$ cat config.mk
export PLATFORM = sky130hd
export DESIGN_NAME = event_encoder_4x2
export DESIGN_NICKNAME = d
export VERILOG_FILES = /design/src/rtl/event_encoder_4x2.sv
export SDC_FILE = /design/constraint.sdc
export NUM_CORES = 1
export LEC_CHECK = 0
export ABC_AREA = 1
export CELL_PAD_IN_SITES_DETAIL_PLACEMENT = 1
export CELL_PAD_IN_SITES_GLOBAL_PLACEMENT = 2
export CORE_ASPECT_RATIO = 1.25
export CORE_MARGIN = 2
export CORE_UTILIZATION = 22
export DETAILED_ROUTE_END_ITERATION = 10
export MAX_ROUTING_LAYER = met4
export PLACE_DENSITY_LB_ADDON = 0.1
export SLEW_MARGIN = 20
export SYNTH_ARGS = -nofsm -noshare
export SYNTH_HDL_FRONTEND = slang
export SYNTH_SLANG_ARGS = --single-unit
$ cat constraint.sdc
create_clock -name clk -period 1.6 [get_ports clk]
set_input_delay 0.32 -clock clk [delete_from_list [all_inputs] [get_ports clk]]
set_output_delay 0.32 -clock clk [all_outputs]
set_load 0.01 [all_outputs]
$ cat src/rtl/event_encoder_4x2.sv
// Four-source event encoder: captures request bits into a pending vector and
// presents them one at a time, by priority, over a valid/ready handshake.
module event_encoder_4x2 #(
   parameter bit HI_PRIO = 1'b1
) (
   input  logic       clk,
   input  logic       rst_n,
   input  logic       en,
   input  logic [3:0] req,
   input  logic       ready,
   output logic [1:0] code,
   output logic       valid,
   output logic [3:0] pending,
   output logic       overflow
);

   localparam logic ST_IDLE    = 1'b0;
   localparam logic ST_PRESENT = 1'b1;

   logic       r_state;
   logic [1:0] r_code;
   logic [3:0] r_pending;
   logic       r_overflow;

   logic       w_state_nxt;
   logic [1:0] w_code_nxt;
   logic [3:0] w_served;
   logic [3:0] w_pend_kept;
   logic [3:0] w_pend_nxt;
   logic       w_ovf_nxt;

   function automatic logic [1:0] f_select(input logic [3:0] v);
      logic [1:0] sel;
      sel = 2'd0;
      if (HI_PRIO) begin
         for (int i = 0; i < 4; i++)
            if (v[i]) sel = i[1:0];
      end else begin
         for (int i = 3; i >= 0; i--)
            if (v[i]) sel = i[1:0];
      end
      return sel;
   endfunction

   always_comb begin
      // NOTE: every signal gets a default first, so no path leaves it unassigned (no latch).
      w_served    = 4'b0000;
      if (r_state == ST_PRESENT && ready)
         w_served = 4'b0001 << r_code;
      w_pend_kept = r_pending & ~w_served;
      w_pend_nxt  = en ? (w_pend_kept | req) : w_pend_kept;
      w_ovf_nxt   = en & (|(req & w_pend_kept));

      w_state_nxt = r_state;
      w_code_nxt  = r_code;
      case (r_state)
         ST_IDLE: begin
            if (|r_pending) begin
               w_state_nxt = ST_PRESENT;
               w_code_nxt  = f_select(r_pending);
            end
         end
         default: begin
            // A same-edge re-request of the served bit keeps the presentation going.
            if (ready) begin
               if (|w_pend_nxt) w_code_nxt  = f_select(w_pend_nxt);
               else             w_state_nxt = ST_IDLE;
            end
         end
      endcase
   end

   always_ff @(posedge clk or negedge rst_n) begin
      if (!rst_n) begin
         r_state    <= ST_IDLE;
         r_code     <= 2'b00;
         r_pending  <= 4'b0000;
         r_overflow <= 1'b0;
      end else begin
         // NOTE: non-blocking assignments so every register samples pre-edge values.
         r_state    <= w_state_nxt;
         r_code     <= w_code_nxt;
         r_pending  <= w_pend_nxt;
         r_overflow <= w_ovf_nxt;
      end
   end

   assign code     = r_code;
   assign valid    = r_state;
   assign pending  = r_pending;
   assign overflow = r_overflow;

endmodule

Yosys cells after proc, flatten, opt, wreduce, memory -nomap -nowiden
Index checks and enable logic that the tools add are counted.
Storage, ports and cells
  register bits after elaboration: 8
  input port bits: 8
  output and inout port bits: 8
  logic and storage cells: 34
Operators by class
  eq/ne operators: 2
  shift operators: 1
  mux-type cells: 16
  bitwise operators: 5
  reductions and logical operators: 6
Operators by type and width (count)
  $mux 2: 8
  $reduce_or 4->1: 3
  $and 4x4->4: 2
  $mux 4: 2
  $mux 1: 6
  $not 4->4: 1
  $or 4x4->4: 1
  $shl 1x2->4 const A: 1
  $reduce_and 3->1: 1
  $ne 2x1->1 const B: 1
  $ne 2x2->1 const B: 1
  $reduce_bool 2->1: 1
  $and 1x1->1: 1
  $logic_and 1x1->1: 1

Depth between registers and ports, before layout
  word-level depth: 12
  mapped depth: 10
  mapped depth without buffers: 10

Worst setup path before layout
Ideal clock, no wire load.
  path kind: reg-to-reg
  start point: register r_state, in the netlist valid
  end point: register r_code[0], in the netlist code[0]
  library setup time: 117 ps
  arrival: 1183 ps
  required time: 1483 ps
  path slack: 300 ps
  cell stages (with the launch flop): 10
  path buffers: 0
  period minus slack after synthesis: 1300 ps
  cell sequence: dfrtp_1 -> nand2_2 -> inv_2 -> nand2_2 -> a21oi_4 -> nand2_1 -> nand2_1 -> nand3_2 -> nand3_1 -> nand2_1
On the way
  longest elaborated chain between the ends: 12
  elaborated cells between the ends (all ways): 17
  those cells by class: eq/ne (2); mux (8); bitwise (3); reduce/logical (4)
Ends and longest elaborated chain
  start: declaration: line 20  | logic r_state;
  start signal: assignment: line 81  | r_state <= w_state_nxt;
  $logic_and 1x1->1: line 48  | if (r_state == ST_PRESENT && ready)
  $mux 4: line 48
  $not 4->4: line 50  | w_pend_kept = r_pending & ~w_served;
  $and 4x4->4: line 50
  $or 4x4->4: line 51  | w_pend_nxt = en ? (w_pend_kept | req) : w_pend_kept;
  $mux 4: line 51
  $mux 1: line 37  | if (v[i]) sel = i[1:0];
  $mux 2 (2 in a row): line 37
  $mux 2: line 66  | if (|w_pend_nxt) w_code_nxt = f_select(w_pend_nxt);
  $mux 2: line 65  | if (ready) begin
  $mux 2: line 56  | case (r_state)
  end signal: assignment: line 82  | r_code <= w_code_nxt;
  end: declaration: line 21  | logic [1:0] r_code;
Parallel ways exist; a longest one is shown, timed or not. The select of a mux whose other input is x is not followed.
A chain may end at the register's enable or synchronous reset.

Final worst setup path
  start point: register r_pending[2], in the netlist pending[2]
  end point: output pending[2]
RTL lines
  start: declaration: line 22  | logic [3:0] r_pending;
  start signal: assignment: line 83  | r_pending <= w_pend_nxt;
  end: declaration: line 13  | output logic [3:0] pending,
No word-level cell between the ends.

==> impl_metrics.json <==
{
  "final_antenna_net_count": 0,
  "drcViolationCount": 0,
  "whs_ns": 0.346,
  "irDropWorstVdd_v": 0.000404,
  "cp_data_arrival_time_ns": 1.22,
  "startpoint_type": "flop",
  "synthesis.area_um2": 480,
  "cap_violations": 0,
  "htree_levels": 1,
  "cp_data_required_time_ns": 1.28,
  "coreArea_um2": 2030,
  "antenna_found_initial": 0,
  "io_buffer_count": 15,
  "place_area_um2": 708,
  "die-area_um2": 2580,
  "multi_input_area_um2": 245,
  "worstPathCellList": "clkdlybuf4s50_1",
  "cts_num_sinks": 8,
  "ff_latch_area_um2": 203,
  "nNetsFinal": 106,
  "synth_area_leaders": "dfrtp_1, nand2_1, inv_1",
  "worst_pin_slew_ns": 0.396,
  "yosysSeqAreaShare": 0.417,
  "clk_latency_ns": 0.26,
  "finalPower_mw": 0.777,
  "relSlewSlack": 0.735,
  "cts_buffers": 3,
  "track_usage": 0.146,
  "reg2reg_to": "code[0]",
  "grt_pass1_vias": 574,
  "period_needed_ns": 1.54,
  "via_count": 531,
  "pin_count": 16,
  "viasPerCell": 4.58,
  "num_rows": 18,
  "cpPeakStageDelay_ns": 0.55,
  "path_clk_slew_ns": 0.06,
  "slew_violations": 0,
  "cts_hold_buf": 0,
  "gp_congestion": 0.703,
  "syn_to_final_growth_pct": 62.2,
  "start_util": 0.237,
  "fin_setup_tns_ns": 0,
  "syn_nets": 74,
  "worst-path-stages": 1,
  "drt_iter0_markers": 7,
  "regToRegStartpoint": "code[0]",
  "p_per_area_nw_per_um2": 997,
  "cp-endpoint": "pending[2]",
  "critical_path_buf_inv_count": 1,
  "busiest_layer": "met2",
  "met2_usage": 0.215,
  "avgSynthCellArea_um2": 7.28,
  "wl_per_cell_um": 12.4,
  "fp.dieH_um": 56.3,
  "die_x_um": 45.8,
  "cpMaxStageDelayCell": "clkdlybuf4s50_1",
  "cts_buffer_depth": 2,
  "synth-seq-cells": 8,
  "wirelength_um": 1440,
  "met3_usage": 0.0514,
  "layout-drive-gt1-share": 0.281,
  "period_share": 0.960,
  "setup_viol": 0,
  "crit_fanout": 4,
  "crit_path_end_kind": "output pin",
  "rsz0062_at_grt": "false",
  "hpwl_um": 1140,
  "yosysUniqueCellTypes": 18,
  "hold_class": "input port to async pin",
  "fillers": 256,
  "synth_top_area_frac": 0.417,
  "cts_tree": "built",
  "r2r_slack_ns": 0.18,
  "clock-root-buffer": "clkbuf_4",
  "grt_max_degree": 9,
  "max_freq_ghz": 0.651,
  "syn_inst": 66,
  "grt_overflow": 0,
  "diodes": 0,
  "crit_start": "pending[2]",
  "grt_pass1_wl_um": 2530,
  "finalHoldViolations": 0,
  "finalInstanceArea_um2": 779,
  "path_delay_family": "buffers and inverters",
  "status": "finished, final reports clean",
  "ff2ff_path_depth": 9,
  "use_met1": 0.170,
  "path_class": "flop to output pin",
  "first_pass_iters": 4,
  "fin_skew_ns": 0.00108,
  "p_leak_nw": 0.396,
  "ys_warn_count": 0,
  "yosysTopAreaCell": "dfrtp_1"
}
-- power by group --
part / leakage (nW) / internal, mW / switching, mW
logic: 0.299 / 0.182 / 0.152
clock network: 0.0138 / 0.0867 / 0.0817
registers: 0.0834 / 0.240 / 0.0353
total: 0.396 / 0.509 / 0.268
-- layout by cell type, fill, tap and decap left out, drive strengths merged --
cell type      Yosys  routed
nand2             24      24
clkdlybuf4s50      0      14
buf                0      12
inv               11      11
dfrtp              8       8
nor2               6       6
nand3              6       6
clkbuf             0       3
a21oi              3       3
nand4              2       2
o21ai              1       1
a21boi             1       1
a41oi              1       1
o31ai              1       1
or2                1       1
a211oi             1       1
dlymetal6s2s       0       1
-- final cells by class --
cell class              count  area share
well taps                  20      0.0321
flip-flops and latches      8       0.260
inverters                  11      0.0530
repair buffers             27       0.311
clock buffers               3      0.0289
multi-input cells          47       0.315
-- per-layer routing --
metal	part of all wire	vias to the layer above
li1	-	274
met1	0.44	239
met2	0.50	16
met3	0.044	2
met4	0.013	0
met5	0	-
-- state kept, by name, summed over array words and instances, names as in the netlist --
signal and count:
pending 4, code 2, overflow 1, valid 1
-- how the worst min path moves through the flow --
stage | from | end | slack [ns] | depth (start not counted)
3_5_place_dp | code[1] | code[1] | 0.56 | 2
5_1_grt | rst_n | pending[3] | 0.37 | 1
3_3_place_gp | code[1] | code[1] | 0.56 | 2
4_1_cts | rst_n | pending[3] | 0.37 | 1
2_1_floorplan | rst_n | code[0] | 0.02 | 0
6_report | rst_n | code[0] | 0.35 | 1
-- logic make-up (layout without fill, tap and decap cells) --
| logic type | Yosys count | count (layout) | synth area share |
|---|---|---|---|
| flops | 8 | 8 | 0.417 |
| compound gates | 8 | 8 | 0.130 |
| buf+inv | 11 | 41 | 0.0859 |
| simple gates | 39 | 39 | 0.367 |
-- through the flow --
stage	utilization	cells	setup slack [ns]
2_1_floorplan	-	66	0.300
3_3_place_gp	0.349	108	-0.180
3_5_place_dp	0.349	108	-0.164
4_1_cts	0.368	113	0.00710
5_1_grt	0.385	116	0.00177
6_report	0.385	116	0.0639
-- Yosys cell counts --
library cell  instances
nand4_1               2
or2_2                 1
nor2_1                5
nor2_2                1
dfrtp_1               8
inv_1                10
nand3_1               5
a211oi_1              1
o31ai_1               1
nand3_2               1
nand2_2               3
nand2_1              21
o21ai_0               1
a41oi_1               1
a21oi_4               1
a21oi_1               2
a21boi_1              1
inv_2                 1
-- timing repair --
action,in CTS,in global routing
resized for setup,0,5
pin swaps,0,1
buffers inserted,2,3
gates cloned,0,0
endpoints found under the setup margin,2,6
Power figures use the tool's default switching activity.
